[src/rtl/dmem_bridge.sv]
// dmem_bridge: MEM-stage to data-memory bus bridge; registered req/ack transaction with pipeline stall.
// Optional DMEM_TIMEOUT_EN aborts an unacknowledged access after TIMEOUT_CYCLES and pulses bus_err_o.
module dmem_bridge #(
  parameter int TIMEOUT_CYCLES = 255,
  parameter int TMO_W = 8
) (
  input  logic        clk,
  input  logic        rst,
  input  logic        mem_ce_i,
  input  logic        mem_we_i,
  input  logic [31:0] mem_addr_i,
  input  logic [3:0]  mem_sel_i,
  input  logic [31:0] mem_data_i,
  input  logic        flush_i,
  output logic [31:0] mem_data_o,
  output logic        stallreq_o,
  output logic        bus_req_o,
  output logic        bus_we_o,
  output logic [31:0] bus_addr_o,
  output logic [3:0]  bus_sel_o,
  output logic [31:0] bus_wdata_o,
  input  logic        bus_ack_i,
  input  logic [31:0] bus_rdata_i,
  output logic        bus_err_o
);
  typedef enum logic [1:0] {IDLE, BUSY, DONE} state_t;
  state_t state, state_n;
  logic drop, drop_n, req_n, err_n, issue, tmo_hit;
  logic [31:0] rdata_q, rdata_n;
  if (2 ** TMO_W <= TIMEOUT_CYCLES) begin : g_bad_tmo_w
    $error("TMO_W too narrow for TIMEOUT_CYCLES");
  end
`ifdef DMEM_TIMEOUT_EN
  logic [TMO_W-1:0] tmo;
  assign tmo_hit = state == BUSY && !bus_ack_i && tmo == TMO_W'(TIMEOUT_CYCLES - 1);
  always_ff @(posedge clk)
    if (rst) tmo <= '0;
    else tmo <= state == BUSY ? tmo + 1'b1 : '0;
`else
  assign tmo_hit = 1'b0;
`endif
  assign stallreq_o = state == IDLE ? mem_ce_i & ~flush_i : state == BUSY;
  assign mem_data_o = state == DONE ? rdata_q : 32'h0;
  always_comb begin
    state_n = state;
    drop_n = drop;
    rdata_n = rdata_q;
    req_n = bus_req_o;
    err_n = 1'b0;
    issue = 1'b0;
    case (state)
      IDLE: if (mem_ce_i && !flush_i) begin
        issue = 1'b1;
        req_n = 1'b1;
        state_n = BUSY;
      end
      BUSY: begin
        drop_n = drop | flush_i;
        if (bus_ack_i || tmo_hit) begin
          req_n = 1'b0;
          err_n = tmo_hit;
          rdata_n = bus_ack_i && !bus_we_o ? bus_rdata_i : 32'h0;
          state_n = drop | flush_i ? IDLE : DONE;
          drop_n = 1'b0;
        end
      end
      default: state_n = IDLE;
    endcase
  end
  always_ff @(posedge clk)
    if (rst) begin
      state <= IDLE;
      drop <= 1'b0;
      rdata_q <= '0;
      bus_req_o <= 1'b0;
      bus_we_o <= 1'b0;
      bus_addr_o <= '0;
      bus_sel_o <= '0;
      bus_wdata_o <= '0;
      bus_err_o <= 1'b0;
    end else begin
      state <= state_n;
      drop <= drop_n;
      rdata_q <= rdata_n;
      bus_req_o <= req_n;
      bus_err_o <= err_n;
      if (issue) begin
        bus_we_o <= mem_we_i;
        bus_addr_o <= mem_addr_i;
        bus_sel_o <= mem_sel_i;
        bus_wdata_o <= mem_data_i;
      end
    end
endmodule

[config.mk]
export PLATFORM = sky130hd
export DESIGN_NAME = dmem_bridge
export DESIGN_NICKNAME = d
export VERILOG_FILES = /design/src/rtl/dmem_bridge.sv
export SDC_FILE = /design/constraint.sdc
export NUM_CORES = 1
export LEC_CHECK = 0
export CAP_MARGIN = 20
export CORE_AREA = 2 2 117 119
export DETAILED_ROUTE_END_ITERATION = 7
export DIE_AREA = 0 0 119 121
export PLACE_DENSITY = 0.76
export RECOVER_POWER = 25
export SYNTH_ARGS = -nofsm -noshare
export SYNTH_HDL_FRONTEND = slang
export SYNTH_SLANG_ARGS = --single-unit
[constraint.sdc]
create_clock -name clk -period 1.3 [get_ports clk]
set_input_delay 0.13 -clock clk [delete_from_list [all_inputs] [get_ports clk]]
set_output_delay 0.13 -clock clk [all_outputs]
set_load 0.02 [all_outputs]
; ---- Word-level counts from Yosys, hierarchy flattened
; Cells that the tools add are included.
[word_totals]
ff_bits = 105
in_bits = 106
out_inout_bits = 104
elab_cells = 37
[classes]
eq_ne = 4
mux = 13
bitwise = 3
n_reduce_logical = 9
[op_table]
columns = operator, n
row1 = 32-bit 2-to-1 mux, 2
row2 = 1-bit 2-to-1 mux, 6
row3 = 2-bit 2-to-1 mux, 3
row4 = 2-bit case mux with 2 select lines, 1
row5 = 2-bit AND reduction, 2
row6 = 3-bit AND reduction, 1
row7 = "2-bit by 1-bit equality test with 1-bit output, second input constant", 1
row8 = "2-bit equality test, second input constant", 1
row9 = 1-bit logical AND, 2
row10 = 1-bit logical NOT, 2
row11 = 2-bit logical NOT, 1
row12 = "2-bit by 1-bit != test with 1-bit output, second input constant", 1
row13 = "2-bit != test, second input constant", 1
row14 = 1-bit case mux with 2 select lines, 1
row15 = 2-bit nonzero test, 1
row16 = 1-bit AND, 1
row17 = 1-bit inverter, 1
row18 = 1-bit bitwise OR, 1

; ---- Depth between registers and ports, before layout
[depth]
word_depth = 4
ltp_mapped = 5
depth_no_buf = 2

; ---- Worst setup path after synthesis
; No wires, ideal clock.
[synth_path]
path_kind = register to register
start = register state[1]
end = register bus_addr_o[0]
setup_ps = 72
arrival_ps = 1211
t_required_ps = 1228
path_slack_ps = 17
path_stages_with_launch = 6
path_buffers = 3
synth_period_minus_slack_ps = 1283
cell_sequence = dfxtp_1 nor4b_2 buf_2 buf_6 buf_12 mux2i_1
[synth_between]
elab_chain_len = 2
[synth_rtl]
columns = element, line_no
row1 = from (decl), 27  ; state_t state, state_n;
row2 = from (signal assigned), 82  ; state <= state_n;
row3 = 2-bit logical NOT, 51  ; case (state)
row4 = 1-bit 2-to-1 mux, 51
row5 = to (signal assigned), 89  ; bus_addr_o <= mem_addr_i;
row6 = to (decl), 19  ; output logic [31:0] bus_addr_o,
; No other way between the ends.
; A chain may end at the register's enable or synchronous reset.

; ---- Final worst setup path
[layout_path]
start = register state[0]
end = output stallreq_o
[layout_between]
elab_chain_len = 2
elab_cells_between_ends = 3
classes_between = eq/ne (1) / mux (1) / reduce/logical (1)
[layout_rtl]
columns = element, line_no
row1 = 2-bit by 1-bit equality test with 1-bit output or 2-bit logical NOT (tied branches), 42  ; assign stallreq_o = state == IDLE ? mem_ce_i & ~flush_i : state == BUSY;
row2 = 1-bit 2-to-1 mux *, 42
row3 = to (decl), 16  ; output logic stallreq_o,
; Mark *: on every way between the ends. The rest lies on a longest branch, timed or not.

==> flow_metrics.py <==
metrics = {
    "cts": {
        "numCtsBuffers": 9,
        "cts_root_buf": "clkbuf_16",
        "clockBufferDepth": 2,
        "cts_tree": "done",
        "clk_latency_ns": 0.34,
        "cts.sinks": 105,
        "cts_hold_buf": 0,
        "cts.clk_slew.worst_paths_ns": 0.06,
        "ctsHtreeMaxLevel": 3,
    },
    "sta": {
        "min_period_over_period_pct": 120,
        "hold_viol": 0,
        "fin_skew_ns": 0.00778,
        "setup_viol": 111,
        "rsz0062_at_grt": "true",
        "fin_ws_ns": -0.260,
        "max_freq_mhz": 641,
        "drv_slew": 0,
        "period_minus_slack_ns": 1.56,
        "fin_tns_setup_ns": -19.22,
    },
    "global_routing": {
        "grt_pass1_wl_um": 20800,
        "grt_start_max_net_pins": 56,
        "grt_pass1_vias": 4195,
        "antenna_found_initial": 0,
        "grt_overflow": 0,
        "grt_use_total_pct": 18.0,
    },
    "setup_path": {
        "crit_fanout": 4,
        "worstSetupEndpointType": "primary output",
        "critPathKind": "reg2out",
        "worstPathRequired_ns": 1.17,
        "crit_arrival_ns": 1.43,
        "critPathLaunchType": "flop",
    },
    "yosys": {
        "synthTopCellsByCount": "171 x nand2b_1, 105 x dfxtp_1, 101 x mux2i_1",
        "synth-compound-area-share_pct": 0.477,
        "synth_area_um2": 4980,
        "synth.net_count": 603,
        "yosys.area.top_type": "dfxtp_1",
        "syn-instance-count": 497,
        "synth-seq-cells": 105,
        "muxShareOfSynthArea_pct": 20.3,
        "synth-simple-area-share_pct": 32.4,
        "synthTopCellsByArea": "dfxtp_1 42%, nand2b_1 21%, mux2i_1 20%, or3b_2 5.8%, and2_1 4.0%",
        "synth_top_family_by_area": "simple AND/OR/NAND/NOR gates",
        "synth-xor-area-share_pct": 0,
        "avgSynthCellArea_um2": 10.0,
        "synthAdderAreaFrac_pct": 0,
        "synth_edf_count": 0,
        "ys_warn_count": 0,
        "yosysMostFrequentCell": "nand2b_1",
        "async_flop_share_pct": 0,
        "ys_types": 22,
        "synth_top_area_share_pct": 42.2,
        "ys_seq_area_share_pct": 42.2,
        "dominantRegCellSynth": "dfxtp_1",
    },
    "detailed_routing": {
        "drtIter0Drc": 148,
        "ant_nets": 0,
        "finalWirelength_um": 13600,
        "vias": 4062,
        "drt_first_pass_iters": 4,
        "viasPerCell": 4.54,
        "route.detailed.drc": 0,
        "wire_per_inst_um": 15.2,
    },
    "floorplan": {
        "core_area_um2": 13100,
        "pin_count": 210,
        "fp-row-count": 42,
        "die_height_um": 121,
        "initial_core_util_pct": 38.1,
        "die-width_um": 119,
        "die_area_um2": 14400,
    },
    "pwr": {
        "p_total_mw": 7.41,
        "peakVddDrop_mv": 0.474,
        "leakagePower_nw": 3.33,
        "power_density_nw_per_um2": 927,
    },
    "final_layout": {
        "n_fill_cell": 1073,
        "diodes": 0,
        "fin_nets": 819,
        "area_growth_pct": 60.4,
        "final_layout_size_suffix_gt1_share_pct": 22.6,
    },
    "placed_design": {
        "place_congestion": 0.793,
        "portBuffers": 208,
        "hpwl_um": 9340,
    },
    "min_path": {
        "hold_class": "in2reg",
    },
    "run_status": {
        "violations": "setup timing",
        "status": "finished with violations",
    },
    "job": {
        "drv_cap": 0,
    },
}
==> worst max-delay path, stage by stage (launching register included) <==
cell	delay, ns
dfxtp_2	0.35
or4b_4	0.53
o21ai_2	0.08
buf_6	0.13
==> power breakdown <==
group | internal [mW] | leakage (nW) | switching [mW]
clock | 1.41 | 0.133 | 1.19
combinational | 0.818 | 2.34 | 0.557
sequential | 3.36 | 0.857 | 0.0772
==> path summary, 6_finish.rpt <==
| check | slack [ns] | from | cells after the start | to |
|---|---|---|---|---|
| worst max register to register | -0.23 | state[1] | 6 | bus_addr_o[23] |
| worst min-delay path | 0.20 | rst | 3 | state[0] |
| worst min register to register | 0.44 | drop | 1 | state[1] |
| worst max-delay path | -0.26 | state[0] | 3 | stallreq_o |
==> layout make-up <==
class | count | area (um2) | area share (%)
multi-input combinational | 348 | 2770 | 34.7
timing repair buffer | 247 | 2610 | 32.6
sequential | 105 | 2110 | 26.4
clock buffer | 14 | 264 | 3.30
tap | 176 | 220 | 2.76
clock inverter | 2 | 12.5 | 0.157
inverter | 2 | 7.51 | 0.0939
==> what timing repair did <==
| item | 4_1_cts | 5_1_grt |
|---|---|---|
| cloned | 3 | 6 |
| gates resized for setup | 316 | 11 |
| pin swaps | 31 | 2 |
| buffers inserted | 1 | 5 |
| endpoints found under the setup margin | 173 | 125 |
==> placed cells by master, fill, tap and decap left out <==
cell type / Yosys / layout
nand2b_1: 171 / 171
clkdlybuf4s50_1: 0 / 104
dfxtp_1: 105 / 102
mux2i_1: 101 / 100
dlygate4sd2_1: 0 / 69
buf_6: 1 / 42
or3b_2: 33 / 33
and2_4: 0 / 32
clkbuf_16: 0 / 15
buf_4: 9 / 15
buf_12: 1 / 8
clkbuf_1: 28 / 3
inv_1: 2 / 2
dfxtp_2: 0 / 2
clkbuf_8: 0 / 2
buf_16: 0 / 2
nor2b_4: 0 / 1
or4b_4: 0 / 1
o21ai_2: 0 / 1
nor4b_4: 0 / 1
a21oi_1: 1 / 1
and3b_2: 0 / 1
o22ai_1: 1 / 1
nor4b_2: 1 / 1
nand3b_1: 1 / 1
a211oi_2: 0 / 1
mux2i_2: 0 / 1
conb_1: 1 / 1
clkinv_2: 0 / 1
clkinvlp_4: 0 / 1
clkdlybuf4s15_1: 0 / 1
dfxtp_4: 0 / 1
==> logic make-up after synthesis <==
| logic type | after synthesis |
|---|---|
| other | 1 |
| flip-flops | 105 |
| AO/OA/AOI/OAI | 4 |
| buffers and inverters | 44 |
| AND/OR/NAND/NOR | 242 |
| multiplexers | 101 |
==> metal layers <==
metal | share of wire (%) | routed length (um) | up-vias | GRT usage (%)
li1 | - | - | 2046 | -
met1 | 43 | 5850 | 1875 | 21.5
met2 | 49 | 6670 | 124 | 31.0
met3 | 6.0 | 821 | 17 | 4.65
met4 | 1.8 | 244 | 0 | 7.07
met5 | 0 | 0 | - | 0
==> flip-flops by register name, summed over array words and instances (netlist names) <==
register / cells
rdata_q: 32
bus_sel_o: 4
bus_wdata_o: 32
bus_we_o: 1
state: 2
bus_addr_o: 32
drop: 1
bus_req_o: 1
==> per-stage QoR <==
step                      hold WS (ns)  setup WS (ns)  util, %  area, um2  instances
after floorplan                  0.209         0.0175        -       4980        497
after global placement           0.409         -0.622     56.3       7370        863
after detailed placement         0.425         -0.636     56.3       7370        863
after CTS                        0.178         -0.270     59.3       7760        883
after global routing             0.202         -0.292     61.1       7990        894
final                            0.197         -0.260     61.1       7990        894
(Power assumes the default switching activity.)
